## src/rtl/add_define.sv

```systemverilog
// add_define: single-stage registered adder that adds a compile-time constant
// to each accepted operand. Ready/valid handshake on both sides; the result
// register supports full throughput (one result per cycle) and holds its
// contents while the consumer stalls.
module add_define #(
  parameter int          WIDTH     = 16,
  parameter int unsigned INCREMENT = 2,
  parameter int          SATURATE  = 0
) (
  input  logic             clk,
  input  logic             rst_n,
  input  logic             in_valid,
  output logic             in_ready,
  input  logic [WIDTH-1:0] a,
  output logic             out_valid,
  input  logic             out_ready,
  output logic [WIDTH-1:0] b,
  output logic             ovf
);

  // Increment zero-extended to WIDTH+1 bits so the carry lands in the top bit.
  localparam logic [WIDTH-1:0] INC_W   = WIDTH'(INCREMENT);
  localparam logic [WIDTH:0]   INC_EXT = {1'b0, INC_W};
  localparam logic [WIDTH-1:0] ALL_ONES = '1;

  logic             out_valid_q, out_valid_d;
  logic [WIDTH-1:0] b_q, b_d;
  logic             ovf_q, ovf_d;

  logic [WIDTH:0]   sum;
  logic             accept;

  // The slot is free when empty or when its current result retires this cycle.
  assign in_ready = !out_valid_q || out_ready;
  assign accept   = in_valid && in_ready;

  // Unsigned addition one bit wider than the operand; bit WIDTH is the carry.
  assign sum = {1'b0, a} + INC_EXT;

  // Next-state for the result register: load on accept, clear valid on retire,
  // otherwise hold (covers the stall case).
  always_comb begin
    // NOTE: every variable gets a default first so no path leaves it unassigned (no latch).
    out_valid_d = out_valid_q;
    b_d         = b_q;
    ovf_d       = ovf_q;
    if (accept) begin
      out_valid_d = 1'b1;
      ovf_d       = sum[WIDTH];
      if ((SATURATE != 0) && sum[WIDTH]) begin
        b_d = ALL_ONES;
      end else begin
        b_d = sum[WIDTH-1:0];
      end
    end else if (out_ready) begin
      // Result retired with nothing new behind it; data is kept, only valid drops.
      out_valid_d = 1'b0;
    end
  end

  // Result register; reset discards any pending result.
  always_ff @(posedge clk or negedge rst_n) begin
    // NOTE: reset is asynchronous, so it also wins over an accept on the same edge.
    if (!rst_n) begin
      out_valid_q <= 1'b0;
      b_q         <= '0;
      ovf_q       <= 1'b0;
    end else begin
      // NOTE: non-blocking assignments so all flops update from pre-edge values.
      out_valid_q <= out_valid_d;
      b_q         <= b_d;
      ovf_q       <= ovf_d;
    end
  end

  // Outputs come straight from flops: no combinational path from a to b.
  assign out_valid = out_valid_q;
  assign b         = b_q;
  assign ovf       = ovf_q;

endmodule

```

## config.mk

```make
export PLATFORM = sky130hd
export DESIGN_NAME = add_define
export DESIGN_NICKNAME = d
export VERILOG_FILES = /design/src/rtl/add_define.sv
export SDC_FILE = /design/constraint.sdc
export NUM_CORES = 1
export LEC_CHECK = 0
export ABC_CLOCK_PERIOD_IN_PS = 4200
export CORE_MARGIN = 3
export CORE_UTILIZATION = 47
export CTS_BUF_LIST = sky130_fd_sc_hd__clkbuf_2
export DETAILED_ROUTE_END_ITERATION = 7
export PLACE_DENSITY = 0.87
export SYNTH_ARGS = -nofsm -noshare
export SYNTH_HDL_FRONTEND = slang
export SYNTH_SLANG_ARGS = --single-unit
```

## constraint.sdc

```tcl
create_clock -name clk -period 4.2 [get_ports clk]
set_clock_uncertainty 0.2 [all_clocks]
set_input_delay 0.63 -clock clk [delete_from_list [all_inputs] [get_ports clk]]
set_output_delay 0.63 -clock clk [all_outputs]
set_load 0.005 [all_outputs]
```

==> results_dict.tcl <==
set metrics [dict create \
    status "completed" \
    fin_crit_sh_pct 61.8 \
    fin_nets 156 \
    antenna_found_initial 0 \
    synth_edf_count 0 \
    cp_slowest_cell "clkdlybuf4s50_1" \
    rsz0062_at_grt "false" \
    synth_flop_cell "dfrtp_1" \
    cp.required_ns 3.37 \
    cts_buffers 3 \
    cts_tree "yes" \
    setup_ws_ns 1.61 \
    initial_core_util_pct 52.2 \
    grt_pass1_vias 759 \
    crit_path_end_kind "output port" \
    p_clk_share_pct 18.6 \
    synth.distinct_cells 20 \
    path_max_fanout 4 \
    postRouteAntennaNets 0 \
    synth_seq_cells 18 \
    setup_violations 0 \
    rows 15 \
    final_cell_mix "38 x clkdlybuf4s50_1, 21 x nand2_1, 18 x dfrtp_1, 11 x xnor2_1, 11 x o21ai_0" \
    synth.avg_cell_area_um2 10.0 \
    clk_latency_ns 0.30 \
    yosysWarnings 0 \
    die_width_um 51.0 \
    dpl_worst_slack_ns 1.57 \
    powerDensity_mw_per_mm2 291 \
    worst_slew_pin_slew_ns 0.881 \
    routed_wl_mm 1.92 \
    register_area_um2 450 \
    p_leak_nw 0.535 \
    drive_above_1_share_pct 9.70 \
    wl_per_cell_um 12.1 \
    min_period_ns 2.59 \
    drt-vias-per-instance 4.89 \
    dieArea_mm2 0.00260 \
    seqPwrFrac_pct 51.9 \
    cp_num_buf_inv 2 \
    drt_iter0_drc 10 \
    critical-path-max-stage-delay_ns 0.52 \
    fmax_mhz 385 \
    drt_pass1_iterations 4 \
    cts_htree_levels 1 \
    hold_violations 0 \
    post_cts_buffers 0 \
    p_comb_share_pct 29.4 \
    mostFrequentLayoutCell "clkdlybuf4s50_1" \
    drv_cap 0 \
    path_common_cell "clkdlybuf4s50_1" \
    synthCells 95 \
    area_growth_pct 44.0 \
    diodes 0 \
    ctsHoldBuffers 0 \
    syn_nets 116 \
    power_switching_w 0.000110 \
    worstPathArrival_ns 1.76 \
    relSlewSlack_pct 41.1 \
    synthArstFlopShare_pct 100 \
    die_h_um 51.0 \
    intPower_w 0.000287 \
    path_cells "clkdlybuf4s50_1 -> nand2b_1 -> clkdlybuf4s50_1" \
    setup_tns_ns 0 \
    io_buffers 38 \
    cts_resized 0 \
    fillers 139 \
    synth_area_um2 950 \
    numClockSinks 18 \
    grt_pass1_wl_mm 3.32 \
    worstSetupPathType "input port to output port" \
    drc_errors 0 \
    cts_root_buf "clkbuf_2" \
    clk_pin_slew_worst_paths_ns 0.16 \
    crit_family "buffers and inverters" \
    ys_seq_area_share_pct 47.4 \
    multiInputGateArea_um2 479 \
    dr_total_vias 778 \
    peakVddDrop_uv 185 \
    fp.coreArea_mm2 0.00182 \
    switching_share_pct 27.7 \
    overflow 0 \
    grt_max_degree 32 \
    gp_congestion 0.746 \
    report.final.slew_viol_count 0 \
    hold_class "flop to flop" \
    startpoint_type "input port" \
    grtUsageTotal_pct 16.9 \
    io_pins 39 \
    cts_buffer_depth 2 \
    dp_hpwl_mm 1.54 \
]
[worst min-delay path, delay by kind of cell (launching register included)]
family,cells,cell delay [ns]
flip-flops,1,0.38
AND/OR/NAND/NOR,2,0.10
[stage by stage]
step | utilization [%] | power, W | hold slack (ns) | cells | cell area, µm²
6_report | 75.1 | 0.000398 | 0.293 | 159 | 1370
5_1_grt | 75.1 | 0.000424 | 0.332 | 159 | 1370
4_1_cts | 75.1 | 0.000404 | 0.298 | 159 | 1370
3_5_place_dp | 74.1 | 0.000329 | 0.265 | 155 | 1350
3_3_place_gp | 74.1 | 0.000326 | 0.253 | 155 | 1350
2_1_floorplan | - | 0.000248 | 0.134 | 95 | 950
[final timing paths]
check	slack, ns	cells past startpoint	endpoint	start
setup reg to reg	2.34	3	b[0]	out_valid
setup / recovery	1.61	3	in_ready	out_ready
hold / removal	0.29	2	ovf	ovf
hold reg to reg	0.29	2	ovf	ovf
min in group asynchronous	0.55	1	b[3]	rst_n
max in group asynchronous	2.76	1	b[10]	rst_n
[kinds of logic (layout without fill, tap and decap cells)]
family	count (synthesis)	in the layout	share of synthesized area, %
xor gates and xnor gates	13	13	12.0
buffers and inverters	5	44	2.11
and+or+nand+nor	42	42	26.2
muxes	2	2	2.37
DFF	18	18	47.4
AOI/OAI and AO/OA	14	14	8.56
adders and majority gates	1	1	1.32
[synthesized netlist by cell type (3+ instances only)]
library cell / number / area share, %
dfrtp_1: 18 / 47
nand3_1: 5 / 2.6
nor2_1: 3 / 1.2
nand2_1: 21 / 8.3
o21ai_2: 3 / 2.8
o21ai_0: 11 / 5.8
xnor2_1: 11 / 10
nor3_1: 4 / 2.1
[state kept, by name, summed over array words and instances (netlist names)]
name and count:
b 16, out_valid 1, ovf 1
[layout make-up]
class	count	area share, %
tap	25	2.29
timing repair buffer	38	27.8
multi-input combinational	72	35.0
inverter	2	0.549
clock inverter	1	0.274
sequential	18	32.9
clock buffer	3	1.10
[power groups by stage]
stage | clock, W | sequential, W | combinational, W
after floorplan | 0 | 0.000212 | 0.0000362
after global placement | 0 | 0.000210 | 0.000116
after detailed placement | 0 | 0.000210 | 0.000119
after CTS | 0.0000778 | 0.000207 | 0.000119
after global routing | 0.0000852 | 0.000210 | 0.000128
final | 0.0000740 | 0.000207 | 0.000117
[metal layers]
metal	global-route usage, %	vias to the layer above	wire, µm
li1	-	404	-
met1	19.7	349	845
met2	29.0	21	933
met3	3.21	4	100
met4	9.42	0	42
met5	0	-	0
(Power assumes the default switching activity.)
